$ cat src/rtl/pcount_pkg.sv
// Shared types and helpers for the pulse-count digit link transmitter.
package pcount_pkg;

    typedef logic [3:0] bcd_digit_t;

    typedef enum logic [1:0] {
        IDLE = 2'd0,
        CONV = 2'd1,
        SEND = 2'd2,
        DONE = 2'd3
    } tx_state_t;

    // Largest value representable in ndig decimal digits (10**ndig - 1).
    function automatic int max_count(input int ndig);
        int v;
        v = 1;
        for (int i = 0; i < ndig; i++) begin
            v = v * 10;
        end
        return v - 1;
    endfunction

endpackage

$ cat src/rtl/pcount_digit_tx_bcd_add3.sv
// One shift-and-add-3 correction cell: bumps a BCD digit by 3 when it is 5 or more,
// so that the following left shift carries correctly into the next decimal digit.
module bcd_add3
    import pcount_pkg::*;
(
    input  bcd_digit_t i_digit,
    output bcd_digit_t o_digit
);

    assign o_digit = (i_digit >= 4'd5) ? bcd_digit_t'(i_digit + 4'd3) : i_digit;

endmodule

$ cat src/rtl/pcount_digit_tx.sv
// Pulse-count digit transmitter: latches a saturated binary count, converts it to BCD
// with one shift-and-add-3 step per clock, then streams the digits MSD first with a
// one-cycle strobe per digit and a done pulse after the last one.
module pcount_digit_tx
    import pcount_pkg::*;
#(
    parameter int CNT_W = 10,
    parameter int NDIG  = 3
) (
    input  logic             clk,
    input  logic             rst,
    input  logic             start,
    input  logic [CNT_W-1:0] count,
    output logic             ready,
    output logic [3:0]       q_out,
    output logic             iden,
    output logic             done
);

    localparam int                 BCD_W      = NDIG * 4;
    localparam int                 STEP_W     = $clog2(CNT_W + 1);
    localparam logic [CNT_W-1:0]   MAX_C      = CNT_W'(max_count(NDIG));
    localparam logic [STEP_W-1:0]  STEPS_CONV = STEP_W'(CNT_W);
    localparam logic [STEP_W-1:0]  STEPS_SEND = STEP_W'(NDIG);
    localparam logic [STEP_W-1:0]  STEP_ONE   = STEP_W'(1);

    tx_state_t           r_state;
    logic [BCD_W-1:0]    r_bcd;
    logic [CNT_W-1:0]    r_bin;
    logic [STEP_W-1:0]   r_step;
    logic [3:0]          r_q;
    logic                r_iden;
    logic                r_done;

    logic [BCD_W-1:0]        w_bcd_adj;
    logic [BCD_W+CNT_W-1:0]  w_shift;
    logic [CNT_W-1:0]        w_count_sat;

    // Per-digit add-3 correction; digits are independent, no carry between them.
    generate
        for (genvar gi = 0; gi < NDIG; gi++) begin : g_add3
            bcd_add3 u_add3 (
                .i_digit (r_bcd[gi*4 +: 4]),
                .o_digit (w_bcd_adj[gi*4 +: 4])
            );
        end
    endgenerate

    assign w_shift     = {w_bcd_adj, r_bin} << 1;
    assign w_count_sat = (count > MAX_C) ? MAX_C : count;

    // DONE doubles as an idle cycle so back-to-back frames need no gap.
    assign ready = (r_state == IDLE) || (r_state == DONE);
    assign q_out = r_q;
    assign iden  = r_iden;
    assign done  = r_done;

    // Frame sequencer: accept, convert CNT_W steps, emit NDIG digits, pulse done.
    always_ff @(posedge clk or negedge rst) begin
        if (!rst) begin
            r_state <= IDLE;
            r_bcd   <= '0;
            r_bin   <= '0;
            r_step  <= '0;
            r_q     <= 4'h0;
            r_iden  <= 1'b0;
            r_done  <= 1'b0;
        end else begin
            case (r_state)
                IDLE, DONE: begin
                    r_done <= 1'b0;
                    r_iden <= 1'b0;
                    r_q    <= 4'h0;
                    if (start) begin
                        r_bin   <= w_count_sat;
                        r_bcd   <= '0;
                        r_step  <= STEPS_CONV;
                        r_state <= CONV;
                    end else begin
                        r_state <= IDLE;
                    end
                end
                CONV: begin
                    r_bcd <= w_shift[BCD_W+CNT_W-1:CNT_W];
                    r_bin <= w_shift[CNT_W-1:0];
                    if (r_step == STEP_ONE) begin
                        r_step  <= STEPS_SEND;
                        r_state <= SEND;
                    end else begin
                        r_step <= r_step - STEP_ONE;
                    end
                end
                SEND: begin
                    if (r_step != '0) begin
                        // Most-significant digit sits at the top; shift it out.
                        r_iden <= 1'b1;
                        r_q    <= r_bcd[BCD_W-1 -: 4];
                        r_bcd  <= {r_bcd[BCD_W-5:0], 4'h0};
                        r_step <= r_step - STEP_ONE;
                    end else begin
                        r_iden  <= 1'b0;
                        r_q     <= 4'h0;
                        r_done  <= 1'b1;
                        r_state <= DONE;
                    end
                end
                default: begin
                    r_state <= IDLE;
                end
            endcase
        end
    end

endmodule

$ cat config.mk
export PLATFORM = sky130hd
export DESIGN_NAME = pcount_digit_tx
export DESIGN_NICKNAME = d
export VERILOG_FILES = /design/src/rtl/pcount_pkg.sv /design/src/rtl/pcount_digit_tx_bcd_add3.sv /design/src/rtl/pcount_digit_tx.sv
export SDC_FILE = /design/constraint.sdc
export NUM_CORES = 1
export LEC_CHECK = 0
export BUFFER_PORTS_ARGS = -buffer_cell sky130_fd_sc_hd__buf_2
export CAP_MARGIN = 20
export CORE_MARGIN = 2
export CORE_UTILIZATION = 41
export DETAILED_ROUTE_END_ITERATION = 6
export PLACE_DENSITY_LB_ADDON = 0.25
export SLEW_MARGIN = 5
export SYNTH_ARGS = -nofsm -noshare
export SYNTH_HDL_FRONTEND = slang
export SYNTH_SLANG_ARGS = --single-unit
$ cat constraint.sdc
create_clock -name clk -period 4.6 [get_ports clk]
set_input_delay 0.92 -clock clk [delete_from_list [all_inputs] [get_ports clk]]
set_output_delay 0.92 -clock clk [all_outputs]
set_load 0.03 [all_outputs]
---- After elaboration in Yosys (flattened, before gate mapping) ----
Cells that the tools add are included.
word-level totals
  word-level logic and storage cells ...... 56
  bits of input ports ..................... 13
  flip-flop bits (word level) ............. 34
operators by class
  add/sub/neg operators ................... 4
  equality and inequality tests ........... 8
  multiplexer cells ....................... 23
  reduce and logical (&&, ||, !) cells .... 10
  $lt $le $gt $ge ......................... 4
operators by type and width
  operator                number
  $pmux W12 S3            1
  $mux W12                2
  $mux W4                 6
  $mux W10                2
  $pmux W10 S2            1
  $ge A4 B3 Y1 const B    3
  $pmux W4 S3             1
  $gt A10 B10 Y1 const B  1
  $add A4 B2 Y4 const B   2
  $ne A2 B2 Y1 const B    4
  $pmux W4 S2             1
  $reduce_and A2 Y1       4
  $pmux W2 S3             1
  $eq A2 B2 Y1 const B    2
  $eq A4 B1 Y1 const B    1
  $mux W2                 2
  $pmux W1 S2             2
  $reduce_bool A2 Y1      2
  $reduce_bool A4 Y1      1
  $sub A4 B1 Y4 const B   1
  $add A3 B2 Y3 const B   1
  $mux W1                 3
  $mux W3                 1
  $eq A2 B1 Y1 const B    1
  other kinds (3)         3

---- Depth between registers and ports, before layout ----
Gate-level depths: netlist of the first run.
  word-level depth ........................ 4
  depth in mapped cells ................... 9

---- Modules after synthesis ----
From an unflattened synthesis of the first run, not the netlist that was laid out.
unflattened totals
  cells, all modules ...................... 204
  area total of the unflattened synthesis .. 2074.5 um^2
by module, submodules not included
  module           seq. area each (um^2)  times used  area an instance (um^2)  cells each
  pcount_digit_tx  850.8                  1           1770.4                   156
  bcd_add3         0.0                    3           101.3                    16

---- Worst setup path after synthesis of the first run ----
OpenSTA, ideal clock, no wires.
  kind .................................... flip-flop to flip-flop
  start point ............................. register r_state[0]
  end point ............................... register r_bcd[7]
  path slack .............................. 2.698 ns
  data required time ...................... 4.522 ns
  arrival time ............................ 1.824 ns
  period minus slack after synthesis ...... 1.902 ns
  stages on the path, launching flop included .. 9
  path through ............................ dfrtp_1 -> inv_1 -> ha_1 -> buf_2 -> nand2b_1 -> or2_0 -> buf_2 -> o31ai_2 -> o2bb2ai_1
between the ends
  cells in the longest elaborated chain, start to end .. 4
RTL lines
  element                                                  RTL line               RTL
  start: declaration                                       pcount_digit_tx.sv:27  tx_state_t r_state;
  start signal: assignment                                 pcount_digit_tx.sv:61  r_state <= IDLE;
  start signal: assignment                                 pcount_digit_tx.sv:78  r_state <= CONV;
  start signal: assignment                                 pcount_digit_tx.sv:80  r_state <= IDLE;
  $eq A2 B2 Y1 / $logic_not A2 Y1 (equally long branches)  pcount_digit_tx.sv:69  case (r_state)
  $reduce_or A2 Y1                                         pcount_digit_tx.sv:69
  $ne A2 B2 Y1 (no line)                                   -
  $reduce_and A2 Y1 (no line)                              -
  end signal: assignment                                   pcount_digit_tx.sv:84  r_bcd <= w_shift[BCD_W+CNT_W-1:CNT_W];
  end signal: assignment                                   pcount_digit_tx.sv:98  r_bcd <= {r_bcd[BCD_W-5:0], 4'h0};
  end: declaration                                         pcount_digit_tx.sv:28  logic [BCD_W-1:0] r_bcd;
Parallel ways exist; a longest one is shown, timed or not.
A chain may end at the register's enable or synchronous reset.

---- Worst setup path after layout of the first run ----
  start point ............................. register r_state[0]
  end point ............................... output port ready
between the ends
  cells in the longest elaborated chain, start to end .. 2
RTL lines
  element                                                  RTL line               RTL
  $eq A2 B2 Y1 / $logic_not A2 Y1 (equally long branches)  pcount_digit_tx.sv:53  assign ready = (r_state == IDLE) || (r_state == DONE);
  $logic_or A1 B1 Y1 *                                     pcount_digit_tx.sv:53
  end: declaration                                         pcount_digit_tx.sv:14  output logic ready,
Every way passes the cells marked *; elsewhere a longest branch is shown, timed or not.

==> results of run 1 <==
## placed cells by master (no fill, tap or decap), drive strengths merged, types with 2 or more instances in the layout
cell and count:
dfrtp 34, o21ai 20, buf 19, nand2 18, a21oi 15, inv 14, ha 12, a22oi 9
nand2b 6, mux2i 6, clkbuf 6, nor2b 5, mux2 4, nor3b 4, a22o 4, o31ai 4
o22ai 3, nor2 3, or3b 3, nor3 3, xnor2 3, or2 2, and2 2, a21o 2
## cells by family after synthesis
kind of cell               count (synthesis)  synth area share, %
muxes                                     10                 5.46
DFF                                       34                 44.2
buffers and inverters                     23                 5.07
xor gates and xnor gates                   3                 1.37
and+or+nand+nor                           49                 14.2
adders and majority gates                 12                 7.80
AOI/OAI and AO/OA                         64                 21.8
## per-stage QoR
stage	setup slack [ps]	utilization, %	total power [uW]	hold WS, ps
2_1_floorplan	2700	-	946	449
3_3_place_gp	2450	45.9	1040	462
3_5_place_dp	2320	45.9	1050	470
4_1_cts	2130	47.7	1270	486
5_1_grt	2080	47.7	1370	506
6_report	2150	47.7	1260	477
## cell type report
type | instances | share of cell area [%]
clock buffers | 6 | 3.42
clock inverters | 1 | 0.354
inverters | 14 | 2.48
multi-input cells | 138 | 46.0
flip-flops and latches | 34 | 40.1
well taps | 52 | 3.07
repair buffers | 19 | 4.49
## metal layers
metal	up-vias	wire, um	track usage [%]	share of wire [%]
li1	724	-	-	-
met1	669	1750	20.0	48
met2	33	1650	25.1	45
met3	11	134	4.31	3.6
met4	0	140	10.5	3.8
met5	-	0	0	0
## worst reg2reg max path: stages, from the launching register on
cell       delay, ps
dfrtp_1          390
inv_1            100
ha_1             680
nand2b_1         180
or2_0            430
o31ai_2          250
o2bb2ai_1        130
## power by group through the flow
| stage | logic (uW) | registers [uW] | clock network (uW) |
|---|---|---|---|
| global route | 690 | 445 | 232 |
| floorplan | 508 | 438 | 0 |
| CTS | 616 | 434 | 223 |
| detailed placement | 615 | 439 | 0 |
| global placement | 608 | 436 | 0 |
| finish | 610 | 435 | 213 |
## flip-flops by register name, indices dropped and copies added, names as in the netlist
| signal | cells |
|---|---|
| r_bcd | 12 |
| iden | 1 |
| q_out | 4 |
| r_step | 4 |
| r_bin | 10 |
| done | 1 |
| r_state | 2 |
## path summary, 6_finish.rpt
kind	cells after the start	end	start	slack, ps
max in group asynchronous	1	r_bcd[5]	rst	3430
min in group asynchronous	1	done	rst	680
hold / removal	1	iden	iden	480
setup / recovery	3	ready	r_state[0]	2150
hold reg to reg	1	iden	iden	480
setup reg to reg	6	r_bcd[7]	r_state[1]	2350
==> results.cfg, run 1 <==
[outcome]
status = finished clean

[logic_synthesis]
synth_ff_type = dfrtp_1
synth.distinct_cells = 36
yosys_warnings = 0
syn_area_mm2 = 0.00192
avgSynthCellArea_um2 = 9.87
synth_edf_count = 0
yosysTopAreaCellShare_pct = 44.2
async_reset_ff_share_pct = 100
synth_area_leader_cell = dfrtp_1
synthTopCellsByCount = dfrtp_1 (34), o21ai_0 (20), nand2_1 (18)
synth.area.top_cells = dfrtp_1 (44%), ha_1 (7.8%), o21ai_0 (5.2%), a21oi_1 (3.6%), nand2_1 (3.5%)
ys_seq_elements = 34
syn-instance-count = 195
yosysSeqAreaShare_pct = 44.2
synth_nets = 220
yosysMostFrequentCell = dfrtp_1

[final_layout]
instances_no_fill = 264
drive_gt1_share_pct = 17.0
num_antenna_cells = 0
layout.nets = 237
area_growth_pct = 10.1
multiInputGateArea_um2 = 976
seqCellArea_um2 = 851
design_area_mm2 = 0.00212
fillers = 437

[global_routing]
antenna_found_initial = 0
overflow = 0
grt_pass1_vias = 1474
track_usage_pct = 16.2
grt_max_degree = 35
grt_pass1_wl_um = 6470

[clock_tree]
cts_tree = yes
cts_setup_buffers = 0
cts_buffer_depth = 2
clkSinkCount = 34
cts_resized = 0
cts_buffers = 5
htree_levels = 2
cts-root-buf = clkbuf_8
cts_hold_buf = 0
insertion_delay_ps = 300
clk_pin_slew_worst_paths_ps = 70

[timing]
hold_viol_final = 0
final_max_slew_viol_count = 0
skew_ps = 13.3
rsz0062_at_grt = false
setup_violations = 0
worst_pin_slew_ps = 797
fmax_ghz = 0.407
max_slew_margin_pct = 46.9
fin_crit_ps = 2450
fin_crit_sh_pct = 53.4
setup_tns_ps = 0

[pwr]
powerDensity_mw_per_mm2 = 594
p_seq_share_pct = 34.5
p_comb_share_pct = 48.5
clkPwrFrac_pct = 17.0
peakVddDrop_v = 0.000263
p_switching_uw = 536
p_sw_share_pct = 42.6
power_leakage_uw = 0.000945
intPower_uw = 722

[critical_path]
required_ps = 3680
max_stage_delay_ps = 500
critPathTopFamily = adder cells
crit_fanout = 11
crit_chain = inv_1 > ha_1 > buf_2
worstSetupPathType = register to primary output
cp-end-kind = primary output
startpoint_type = register
path_buf_inv = 2
cp_slowest_cell = ha_1
arrival_ps = 1530

[die]
fp.dieArea_mm2 = 0.00526
initial_core_util_pct = 43.3
io_pins = 20
core_area_mm2 = 0.00444
row_count = 24
chipWidth_um = 72.5
dieHeight_um = 72.5

[job]
cap_violations = 0

[detailed_routing]
vias_per_cell = 5.44
first_pass_iters = 4
dr.first_iter.drc_count = 75
finalWirelength_um = 3670
vias = 1437
wl_per_cell_um = 13.9
drtAntennaViolNets = 0
drc = 0

[placed_design]
place_congestion = 0.749
placed_cells = 257
dp_hpwl_um = 2640
place_area_mm2 = 0.00204
io_buffers = 19

[hold_path]
hp-class = register to register
No activity file was read; power rests on OpenSTA's default activity.
==> run 2: changes to the inputs <==
Clock period 4.6 ns to 2.2 ns, I/O delays scaled along.
==> run 2 against run 1 <==
- combinational power is 120% higher
- flip-flop and latch count stayed put
- clock power grew to 3.2 times the previous value
- count of clock-buffer cells in the layout is 1 lower
- first-iteration DRC count is 2.7% higher
- non-clock buffer count is 5 higher
- register-to-register slack worse by 2100 ps
- critical path type unchanged
- critical endpoint unchanged
- highest routed layer unchanged
==> results.cfg, run 2 (synthesis results as in run 1) <==
[timing]
fin_crit_ps = 1960
worst_slack_ps = 236
fin_crit_sh_pct = 89.3
max_slew_margin_pct = 49.5
hold_viol_final = 0
skew_ps = 11.0
fmax_ghz = 0.509
setup_tns_ps = 0
final_max_slew_viol_count = 0
setup_violations = 0
rsz0062_at_grt = false
worst_pin_slew_ps = 758

[die]
initial_core_util_pct = 43.3
io_pins = 20
dieHeight_um = 72.5
chipWidth_um = 72.5
fp.dieArea_mm2 = 0.00526
row_count = 24
core_area_mm2 = 0.00444

[critical_path]
cp_slowest_cell = ha_1
arrival_ps = 1520
crit_fanout = 11
cp-end-kind = primary output
worstSetupPathType = register to primary output
required_ps = 1760
startpoint_type = register
max_stage_delay_ps = 500
r2r_slack_ps = 290
crit_chain = inv_1 > ha_1 > buf_2

[placed_design]
post-place-ws_ps = 310
io_buffers = 19
place_congestion = 0.775
dp_hpwl_um = 2680
placed_cells = 262

[pwr]
fin_total_pwr_uw = 2960
powerDensity_mw_per_mm2 = 1340
power_leakage_uw = 0.00100
peakVddDrop_v = 0.000643

[clock_tree]
insertion_delay_ps = 290
clkSinkCount = 34
htree_levels = 2
cts_hold_buf = 0
cts_resized = 0
cts_buffers = 5
cts_buffer_depth = 2
clk_pin_slew_worst_paths_ps = 80
cts_tree = yes
cts-root-buf = clkbuf_8
cts_setup_buffers = 0

[global_routing]
grt_max_degree = 35
grt_pass1_vias = 1349
overflow = 0
grt_pass1_wl_um = 6340
antenna_found_initial = 0
track_usage_pct = 15.7

[outcome]
status = finished clean

[final_layout]
drive_gt1_share_pct = 19.7
layout_common_cells = dfrtp_1 (34), o21ai_0 (20), buf_2 (19), nand2_1 (18)
fillers = 416
area_growth_pct = 15.1
top_register = r_bcd
instances_no_fill = 270
layout.nets = 242
reg_top3 = r_bcd (12), r_bin (10)
largest_register_ffs = 12
final_core_util_pct = 49.8
final_common_cell = dfrtp_1
num_antenna_cells = 0

[detailed_routing]
dr.first_iter.drc_count = 77
finalWirelength_um = 3760
vias_per_cell = 5.31
drc = 0
first_pass_iters = 4
wl_per_cell_um = 13.9
vias = 1433
drtAntennaViolNets = 0

[job]
cap_violations = 0

[hold_path]
hp-class = primary input to async pin
run 2: worst paths after layout:
| path | start | to | cells after the start |
|---|---|---|---|
| worst max-delay path | r_state[0] | ready | 3 |
| worst min-delay path | rst | q_out[3] | 1 |
| worst max register to register | r_state[0] | r_bcd[6] | 6 |
| worst min register to register | iden | iden | 1 |
| max in group asynchronous | rst | r_bcd[5] | 1 |
| min in group clk | start | r_step[2] | 2 |
run 2: area by class of cell:
| type | count | area [um2] | area share (%) |
|---|---|---|---|
| clock buffer | 5 | 68.8 | 3.11 |
| clock inverter | 3 | 68.8 | 3.11 |
| inverter | 14 | 52.6 | 2.37 |
| multi-input combinational | 138 | 976 | 44.1 |
| sequential | 34 | 851 | 38.4 |
| tap | 52 | 65.1 | 2.94 |
| timing repair buffer | 24 | 133 | 5.99 |
run 2: power breakdown:
part | internal (uW) | switching [uW] | leakage (uW)
clock | 454 | 238 | 0.0000683
sequential | 799 | 107 | 0.000444
combinational | 547 | 814 | 0.000488
total | 1800 | 1160 | 0.00100
run 2: layer usage:
layer | share of wire (%) | wire (um) | GRT usage (%)
met5 | 0 | 0 | 0
met4 | 1.6 | 59 | 6.79
met3 | 3.0 | 112 | 4.17
met2 | 45 | 1670 | 24.9
met1 | 51 | 1910 | 20.3
run 2: per-stage QoR:
| step | hold WS (ps) | area (um2) |
|---|---|---|
| after floorplan | 144 | 1920 |
| after global placement | 457 | 2080 |
| after detailed placement | 464 | 2080 |
| after CTS | 233 | 2210 |
| after global routing | 270 | 2210 |
| final | 215 | 2210 |
run 2: worst max-delay path: cells and delay by family, from the launching register on:
kind,cells,cell delay [ps]
fa+ha+maj,1,500
flops,1,400
buf+inv,2,330
